--- src/rtl/avalon_2to1_arbiter.sv ---
`default_nettype none
// =============================================================================
// Module   : avalon_2to1_arbiter
// Purpose  : Shares one Avalon slave port (the Avalon-to-AXI3 bridge) between
//            two Avalon masters. Arbitration is registered (one IDLE cycle
//            per unlocked grant), round-robin or fixed priority, with a lock
//            that holds the grant across an atomic sequence. Read data is
//            routed back to its requester by a small in-order owner FIFO.
// Ports    : ACLK, ARESETN          clock, synchronous active-low reset
//            m0_* / m1_*            master-side Avalon ports (0 and 1)
//            s_*                    muxed Avalon command to the bridge and the
//                                   bridge's response/handshake inputs
//            err_unexpected_rdv     sticky: read data seen with no owner queued
// Revision : 1.0 - initial release
// =============================================================================
module avalon_2to1_arbiter #(
  parameter int PRIORITY    = 0,  // 0 = round-robin, 1 = fixed (port 0 wins)
  parameter int MAX_PENDING = 2   // outstanding reads, 1..4
) (
  input  logic        ACLK,
  input  logic        ARESETN,
  // master 0
  input  logic [31:0] m0_address,
  input  logic [3:0]  m0_byteenable,
  input  logic        m0_read,
  input  logic        m0_write,
  input  logic [31:0] m0_writedata,
  input  logic        m0_lock,
  output logic [31:0] m0_readdata,
  output logic [1:0]  m0_response,
  output logic        m0_waitrequest,
  output logic        m0_readdatavalid,
  // master 1
  input  logic [31:0] m1_address,
  input  logic [3:0]  m1_byteenable,
  input  logic        m1_read,
  input  logic        m1_write,
  input  logic [31:0] m1_writedata,
  input  logic        m1_lock,
  output logic [31:0] m1_readdata,
  output logic [1:0]  m1_response,
  output logic        m1_waitrequest,
  output logic        m1_readdatavalid,
  // bridge side
  output logic [31:0] s_address,
  output logic [3:0]  s_byteenable,
  output logic [31:0] s_writedata,
  output logic        s_read,
  output logic        s_write,
  output logic        s_lock,
  input  logic [31:0] s_readdata,
  input  logic [1:0]  s_response,
  input  logic        s_waitrequest,
  input  logic        s_readdatavalid,
  output logic        err_unexpected_rdv
);

  localparam int c_CNT_W = $clog2(MAX_PENDING + 1);
  localparam logic [c_CNT_W-1:0]     c_MAX = c_CNT_W'(MAX_PENDING);
  localparam logic [MAX_PENDING-1:0] c_ONE = MAX_PENDING'(1);

  typedef enum logic [0:0] {
    ST_IDLE  = 1'b0,
    ST_GRANT = 1'b1
  } state_t;

  state_t                   r_state;
  logic                     r_gnt;
  logic                     r_last_gnt;
  logic                     r_err;
  logic [c_CNT_W-1:0]       r_count;
  // Owner FIFO as a shift register: bit 0 is the head (oldest read).
  logic [MAX_PENDING-1:0]   r_owner;

  logic                     w_req0;
  logic                     w_req1;
  logic                     w_granted;
  logic                     w_sel;
  logic                     w_g_read;
  logic                     w_g_write;
  logic                     w_g_lock;
  logic                     w_g_req;
  logic                     w_full;
  logic                     w_blocked;
  logic                     w_accept;
  logic                     w_push;
  logic                     w_pop;
  logic                     w_winner;
  logic [c_CNT_W-1:0]       w_count_nxt;
  logic [c_CNT_W-1:0]       w_wr_idx;
  logic [MAX_PENDING-1:0]   w_mask;
  logic [MAX_PENDING-1:0]   w_owner_shift;
  logic [MAX_PENDING-1:0]   w_owner_nxt;

  assign w_req0    = m0_read | m0_write;
  assign w_req1    = m1_read | m1_write;
  assign w_granted = (r_state == ST_GRANT);

  // In IDLE the mux parks on port 0; strobes are gated separately below.
  assign w_sel     = w_granted & r_gnt;
  assign w_g_read  = w_sel ? m1_read  : m0_read;
  assign w_g_write = w_sel ? m1_write : m0_write;
  assign w_g_lock  = w_sel ? m1_lock  : m0_lock;
  assign w_g_req   = w_g_read | w_g_write;

  // A read with every owner slot taken is held off at the master, and never
  // reaches the bridge, until read data frees a slot.
  assign w_full    = (r_count == c_MAX);
  assign w_blocked = w_granted & w_g_read & w_full;

  // --------------------------------------------------------------------------
  // Command path to the bridge
  // --------------------------------------------------------------------------
  assign s_address    = w_sel ? m1_address    : m0_address;
  assign s_byteenable = w_sel ? m1_byteenable : m0_byteenable;
  assign s_writedata  = w_sel ? m1_writedata  : m0_writedata;
  assign s_read       = w_granted & w_g_read & ~w_full;
  assign s_write      = w_granted & w_g_write;
  assign s_lock       = w_granted & w_g_lock;

  assign w_accept = (s_read | s_write) & ~s_waitrequest;
  assign w_push   = w_accept & s_read;
  assign w_pop    = s_readdatavalid & (r_count != '0);

  assign m0_waitrequest = (w_granted & ~r_gnt) ? (s_waitrequest | w_blocked) : 1'b1;
  assign m1_waitrequest = (w_granted &  r_gnt) ? (s_waitrequest | w_blocked) : 1'b1;

  // --------------------------------------------------------------------------
  // Response path: pass-through, strobe steered by the FIFO head
  // --------------------------------------------------------------------------
  assign m0_readdata      = s_readdata;
  assign m1_readdata      = s_readdata;
  assign m0_response      = s_response;
  assign m1_response      = s_response;
  assign m0_readdatavalid = w_pop & ~r_owner[0];
  assign m1_readdatavalid = w_pop &  r_owner[0];

  assign err_unexpected_rdv = r_err;

  // --------------------------------------------------------------------------
  // Arbitration: single requester always wins; on a tie, round-robin gives
  // the port that was not granted last, fixed priority gives port 0.
  // --------------------------------------------------------------------------
  always_comb begin
    w_winner = w_req1;
    if (w_req0 && w_req1) begin
      w_winner = (PRIORITY == 1) ? 1'b0 : ~r_last_gnt;
    end
  end

  // --------------------------------------------------------------------------
  // Owner FIFO next state. A pop shifts everything toward the head first, so
  // a simultaneous push lands one slot lower than it would on its own.
  // --------------------------------------------------------------------------
  always_comb begin
    w_owner_shift = w_pop ? (r_owner >> 1) : r_owner;
    w_wr_idx      = r_count - c_CNT_W'(w_pop);
    w_mask        = c_ONE << w_wr_idx;
    w_owner_nxt   = w_owner_shift;
    if (w_push) begin
      w_owner_nxt = (w_owner_shift & ~w_mask) | (w_mask & {MAX_PENDING{r_gnt}});
    end
    w_count_nxt   = r_count + c_CNT_W'(w_push) - c_CNT_W'(w_pop);
  end

  // --------------------------------------------------------------------------
  // Control FSM and state registers
  // --------------------------------------------------------------------------
  always_ff @(posedge ACLK) begin
    if (!ARESETN) begin
      r_state    <= ST_IDLE;
      r_gnt      <= 1'b0;
      r_last_gnt <= 1'b1;   // port 0 wins the first round-robin tie
      r_count    <= '0;
      r_owner    <= '0;
      r_err      <= 1'b0;
    end else begin
      r_count <= w_count_nxt;
      r_owner <= w_owner_nxt;
      if (s_readdatavalid && (r_count == '0)) begin
        r_err <= 1'b1;
      end

      case (r_state)
        ST_IDLE: begin
          if (w_req0 | w_req1) begin
            r_gnt   <= w_winner;
            r_state <= ST_GRANT;
          end
        end
        ST_GRANT: begin
          // The grant only moves on an accepted transfer or when the granted
          // master has gone quiet, so a stalled command is never torn away.
          if (w_accept) begin
            if (!w_g_lock) begin
              r_state    <= ST_IDLE;
              r_last_gnt <= r_gnt;
            end
          end else if (!w_g_req && !w_g_lock) begin
            r_state <= ST_IDLE;
          end
        end
        default: r_state <= ST_IDLE;
      endcase
    end
  end

endmodule
`default_nettype wire

--- config.mk ---
export PLATFORM = sky130hd
export DESIGN_NAME = avalon_2to1_arbiter
export DESIGN_NICKNAME = d
export VERILOG_FILES = /design/src/rtl/avalon_2to1_arbiter.sv
export SDC_FILE = /design/constraint.sdc
export NUM_CORES = 1
export LEC_CHECK = 0
export ABC_AREA = 1
export ABC_CLOCK_PERIOD_IN_PS = 2800
export CAP_MARGIN = 20
export CORE_AREA = 2 2 127 129
export CTS_BUF_LIST = sky130_fd_sc_hd__clkbuf_16
export CTS_CLUSTER_SIZE = 28
export DETAILED_ROUTE_END_ITERATION = 10
export DIE_AREA = 0 0 129 131
export GPL_ROUTABILITY_DRIVEN = 0
export PLACE_DENSITY = 0.63
export REMOVE_ABC_BUFFERS = 1
export SYNTH_ARGS = -nofsm -noshare
export SYNTH_HDL_FRONTEND = slang
export SYNTH_SLANG_ARGS = --single-unit
--- constraint.sdc ---
create_clock -name ACLK -period 2.8 [get_ports ACLK]
set_input_delay 0.42 -clock ACLK [delete_from_list [all_inputs] [get_ports ACLK]]
set_output_delay 0.42 -clock ACLK [all_outputs]
set_load 0.01 [all_outputs]
== After elaboration in Yosys (flattened, before gate mapping) ==
Index checks and enable logic that the tools add are counted.
Word-level totals
  bits in registers: 8
  latch bits: 0
  memory bits (writable): 0
  bits in read-only memories: 0
  output and inout bits: 144
  logic and storage cells: 65
  memories: 0
Operators by class
  $add $sub $neg: 3
  $mul: 0
  div/mod/pow operators: 0
  $lt $le $gt $ge: 0
  eq/ne operators: 1
  shift operators: 1
  mux-type cells: 16
  bitwise operators: 29
  reductions and logical operators: 9
Operators by type and width (count)
  2-to-1 mux 32 bit: 2
  bitwise AND 1 bit: 12
  2-to-1 mux 1 bit: 10
  NOT 1 bit: 7
  OR 1 bit: 6
  bitwise AND 2 bit: 2
  2-to-1 mux 2 bit: 2
  2-to-1 mux 4 bit: 1
  subtractor 2 x 1 -> 2 bit: 2
  logical AND 1 bit: 3
  AND reduction 3 bit: 1
  adder 2 x 1 -> 2 bit: 1
  == test 2 bit, second input constant: 1
  logical NOT 1 bit: 2
  logical NOT 2 bit: 1
  NOT 2 bit: 1
  OR 2 bit: 1
  one-hot mux 1 bit (2 select lines): 1
  AND reduction 2 bit: 1
  nonzero test 2 bit: 1
  left shift 1 x 2 -> 2 bit, first input constant: 1

== Logic depth before layout (Yosys ltp) ==
  word-level depth: 9
  depth in mapped cells: 10
  gate-level depth less buffers: 10

== Least setup slack after synthesis ==
No wires, ideal clock.
  path type: register -> register
  start: register r_gnt
  end: register r_count[1]
  library setup time: 121 ps
  data arrival time: 1459 ps
  required time: 2679 ps
  slack: 1220 ps
  stages on the path, launching flop included: 10
  clock period less this slack: 1580 ps
  cell sequence: dfxtp_1 -> nand2_1 -> nand2_1 -> nand4_1 -> ha_1 -> inv_1 -> ha_1 -> xnor2_1 -> o21ai_0 -> a21oi_1
Between the ends
  cells in the longest elaborated chain, start to end: 9
Ends and longest elaborated chain
  start: declaration: RTL line 68  | logic r_gnt;
  start signal: assignment: RTL line 187  | r_gnt <= w_winner;
  bitwise AND 1 bit (*): RTL line 100  | assign w_sel = w_granted & r_gnt;
  2-to-1 mux 1 bit: RTL line 101  | assign w_g_read = w_sel ? m1_read : m0_read;
  bitwise AND 1 bit (2 in series): RTL line 117  | assign s_read = w_granted & w_g_read & ~w_full;
  OR 1 bit: RTL line 121  | assign w_accept = (s_read | s_write) & ~s_waitrequest;
  bitwise AND 1 bit: RTL line 121
  bitwise AND 1 bit (*): RTL line 122  | assign w_push = w_accept & s_read;
  adder 2 x 1 -> 2 bit (*): RTL line 163  | w_count_nxt = r_count + c_CNT_W'(w_push) - c_CNT_W'(w_pop);
  subtractor 2 x 1 -> 2 bit (*): RTL line 163
  end signal: assignment: RTL line 178  | r_count <= w_count_nxt;
  end: declaration: RTL line 71  | logic [c_CNT_W-1:0] r_count;
Mark *: on every way between the ends. The rest lies on a longest branch, timed or not.
A chain may end at the register's enable or synchronous reset.

== Worst setup path after layout ==
  start: input m1_read
  end: output m1_waitrequest
Between the ends
  cells in the longest elaborated chain, start to end: 5
Ends and longest elaborated chain
  start: declaration: RTL line 36  | input logic m1_read,
  2-to-1 mux 1 bit: RTL line 101
  bitwise AND 1 bit (2 in series): RTL line 109  | assign w_blocked = w_granted & w_g_read & w_full;
  OR 1 bit: RTL line 126  | assign m1_waitrequest = (w_granted & r_gnt) ? (s_waitrequest | w_blocked) : 1'b1;
  2-to-1 mux 1 bit: RTL line 126
  end: declaration: RTL line 42  | output logic m1_waitrequest,
Every way passes these cells.

==> impl_metrics.py <==
metrics = {
    "status": {
        "outcome": "completed",
    },
    "clock_network": {
        "clock-sinks": 8,
        "clkTransAtPathRegs_ns": 0.04,
        "cts_tree": "built",
        "htreeDepth": 1,
        "clk_latency_ns": 0.23,
        "cts-root-buf": "clkbuf_16",
        "post-cts-setup-buffers": 0,
        "cts_buffer_depth": 2,
        "cts_resized": 0,
        "cts_buffers": 3,
        "hold_buffers": 0,
    },
    "detailed_routing": {
        "post_drt_wl_per_cell_microns": 14.8,
        "viasPerCell": 3.69,
        "detailroute.via_count": 2730,
        "ant_nets": 0,
        "drtIter0Drc": 74,
        "drc": 0,
        "drt_wl_total_microns": 10900,
        "drtPass1Iterations": 4,
    },
    "critical_path": {
        "cp-end-kind": "output pin",
        "cp_top_family": "buffers and inverters",
        "arrival_ns": 2.12,
        "path_cells": "clkdlybuf4s50_1 > nand2_1 > nand2_1 > nand2_1 > o21ai_0 > inv_1 > nand2_1 > clkdlybuf4s50_1",
        "critPathMaxFanout": 3,
        "crit_buf_inv": 3,
        "slowest_delay_ns": 0.55,
        "slowest_stage": "clkdlybuf4s50_1",
        "required_ns": 2.38,
        "start_kind": "input pin",
        "crit_top_cell": "nand2_1",
        "worstSetupPathType": "input pin to output pin",
    },
    "synthesis": {
        "synth-compound-area-share_pct": 4.03,
        "synth_edf_count": 0,
        "synthSimpleGateAreaFrac_pct": 49.8,
        "synth_seq_cells": 8,
        "ys_seq_area_share_pct": 8.32,
        "synthArstFlopShare_pct": 0,
        "yosys_warnings": 0,
        "synthMuxAreaShare_pct": 0,
        "synth_cell_type_count": 24,
        "synthFlopType": "dfxtp_1",
        "synth_xor_area_share_pct": 0.910,
        "post_synth_inst_count": 379,
        "avgSynthCellArea_sq_um": 5.08,
        "synth_top_family_by_area": "simple AND/OR/NAND/NOR gates",
        "syn_area_sq_um": 1930,
        "synth_adder_area_share_pct": 1.95,
    },
    "floorplanning": {
        "ios": 324,
        "die_y_microns": 131,
        "floorplan.initialDensity_pct": 12.3,
        "dieWidth_microns": 129,
        "core_sq_um": 15600,
        "rows": 46,
        "die_area_sq_um": 16900,
    },
    "finish": {
        "area_delta_synth_final_pct": 105,
        "layout.area.seq_sq_um": 160,
        "fill_cells": 1743,
        "multi_input_area_sq_um": 1090,
        "nNetsFinal": 709,
        "antenna_cells": 0,
        "drive_gt1_share_pct": 2.48,
    },
    "job": {
        "maxCapViolCount": 0,
    },
    "timing": {
        "hold_viol": 0,
        "finalMaxSlewViolations": 0,
        "finalCritPeriodShare_pct": 90.7,
        "setup_viol": 0,
        "final.min_clock_period_ns": 2.54,
        "rsz0062_at_grt": "no",
        "whs_ns": 0.468,
        "skew_ns": 0.00314,
        "tns_ns": 0,
        "tightest_slew_ns": 0.349,
        "fmax_mhz": 394,
        "relSlewSlack_pct": 76.6,
    },
    "global_route": {
        "antenna_found_initial": 0,
        "grt_max_degree": 54,
        "grt_pass1_vias": 2347,
        "grt_use_total_pct": 11.3,
        "overflow": 0,
        "grt_pass1_wl_microns": 14400,
    },
    "placed_design": {
        "numPortBuffers": 221,
        "dp_hpwl_microns": 9080,
    },
    "power_and_ir_drop": {
        "power_density_nw_per_um2": 279,
        "peakVddDrop_v": 0.000161,
        "p_leak_uw": 0.00182,
    },
    "worst_hold_path": {
        "hold_class": "flop to flop",
    },
}
## final timing paths
check / start / slack (ns) / to / cells after the start
hold reg to reg: r_last_gnt / 0.47 / r_last_gnt / 2
hold / removal: r_last_gnt / 0.47 / r_last_gnt / 2
setup reg to reg: r_gnt / 1.03 / r_count[1] / 10
setup / recovery: m1_read / 0.26 / m1_waitrequest / 8
## tightest hold or removal path, stage by stage, from the launching register on
cell and delay, ns:
dfxtp_1 0.33, nand2_1 0.05, nand3_1 0.05
## flip-flops by register name (all words and copies together), names as in the netlist
name / cells
r_gnt: 1
r_state: 1
err_unexpected_rdv: 1
r_owner: 2
r_count: 2
r_last_gnt: 1
## cell usage in the layout, fill, tap and decap left out, types with 3 or more instances in the layout
cell type,count
a21oi_1,5
clkbuf_16,3
clkdlybuf4s50_1,221
dfxtp_1,8
ha_1,3
inv_1,19
nand2_1,223
nand3_1,8
nor2_1,11
o21ai_0,4
## power breakdown
group	switching, uW	leakage (uW)	internal, uW
logic	282	0.00172	420
clock network	56.0	0.0000370	184
registers	22.4	0.0000657	137
total	360	0.00182	741
## per-layer routing
| metal | track usage (%) | vias to the layer above | wire length, microns |
|---|---|---|---|
| li1 | - | 1362 | - |
| met1 | 14.7 | 1137 | 4560 |
| met2 | 14.2 | 217 | 4290 |
| met3 | 9.24 | 10 | 1950 |
| met4 | 1.09 | 4 | 31 |
| met5 | 6.47 | - | 109 |
## area by class of cell
type,count,share of cell area [%]
Tap cell,216,6.85
Inverter,21,2.00
Timing Repair Buffer,225,57.5
Clock buffer,3,1.90
Sequential cell,8,4.06
Multi-Input combinational cell,267,27.7
## cell families after synthesis
family,Yosys count
xor+xnor,2
simple gates,248
fa+ha+maj,3
compound gates,14
flops,8
buf+inv,104
## synth_stat cells (2+ instances only)
| cell type | number | area share [%] |
|---|---|---|
| inv_2 | 2 | 0.39 |
| buf_4 | 71 | 28 |
| dfxtp_1 | 8 | 8.3 |
| buf_2 | 7 | 1.8 |
| ha_1 | 3 | 1.9 |
| inv_1 | 19 | 3.7 |
| clkbuf_1 | 4 | 0.78 |
| o21ai_1 | 2 | 0.52 |
| nor2_1 | 11 | 2.1 |
| a21oi_1 | 5 | 1.3 |
| nand2_1 | 223 | 43 |
| nand4_1 | 2 | 0.65 |
| o21ai_0 | 4 | 1.0 |
| nand3_1 | 8 | 2.1 |
## through the flow
stage	total power [uW]	worst slack [ns]	util (%)	cell area, sq um	std cells
after floorplan	424	0.383	-	1330	296
after global placement	858	0.291	24.8	3870	737
after detailed placement	861	0.288	24.8	3870	737
after CTS	1110	0.288	25.3	3940	740
after global routing	1180	0.190	25.3	3940	740
final	1100	0.261	25.3	3940	740
Note: power is estimated with default switching activity, not from simulation.
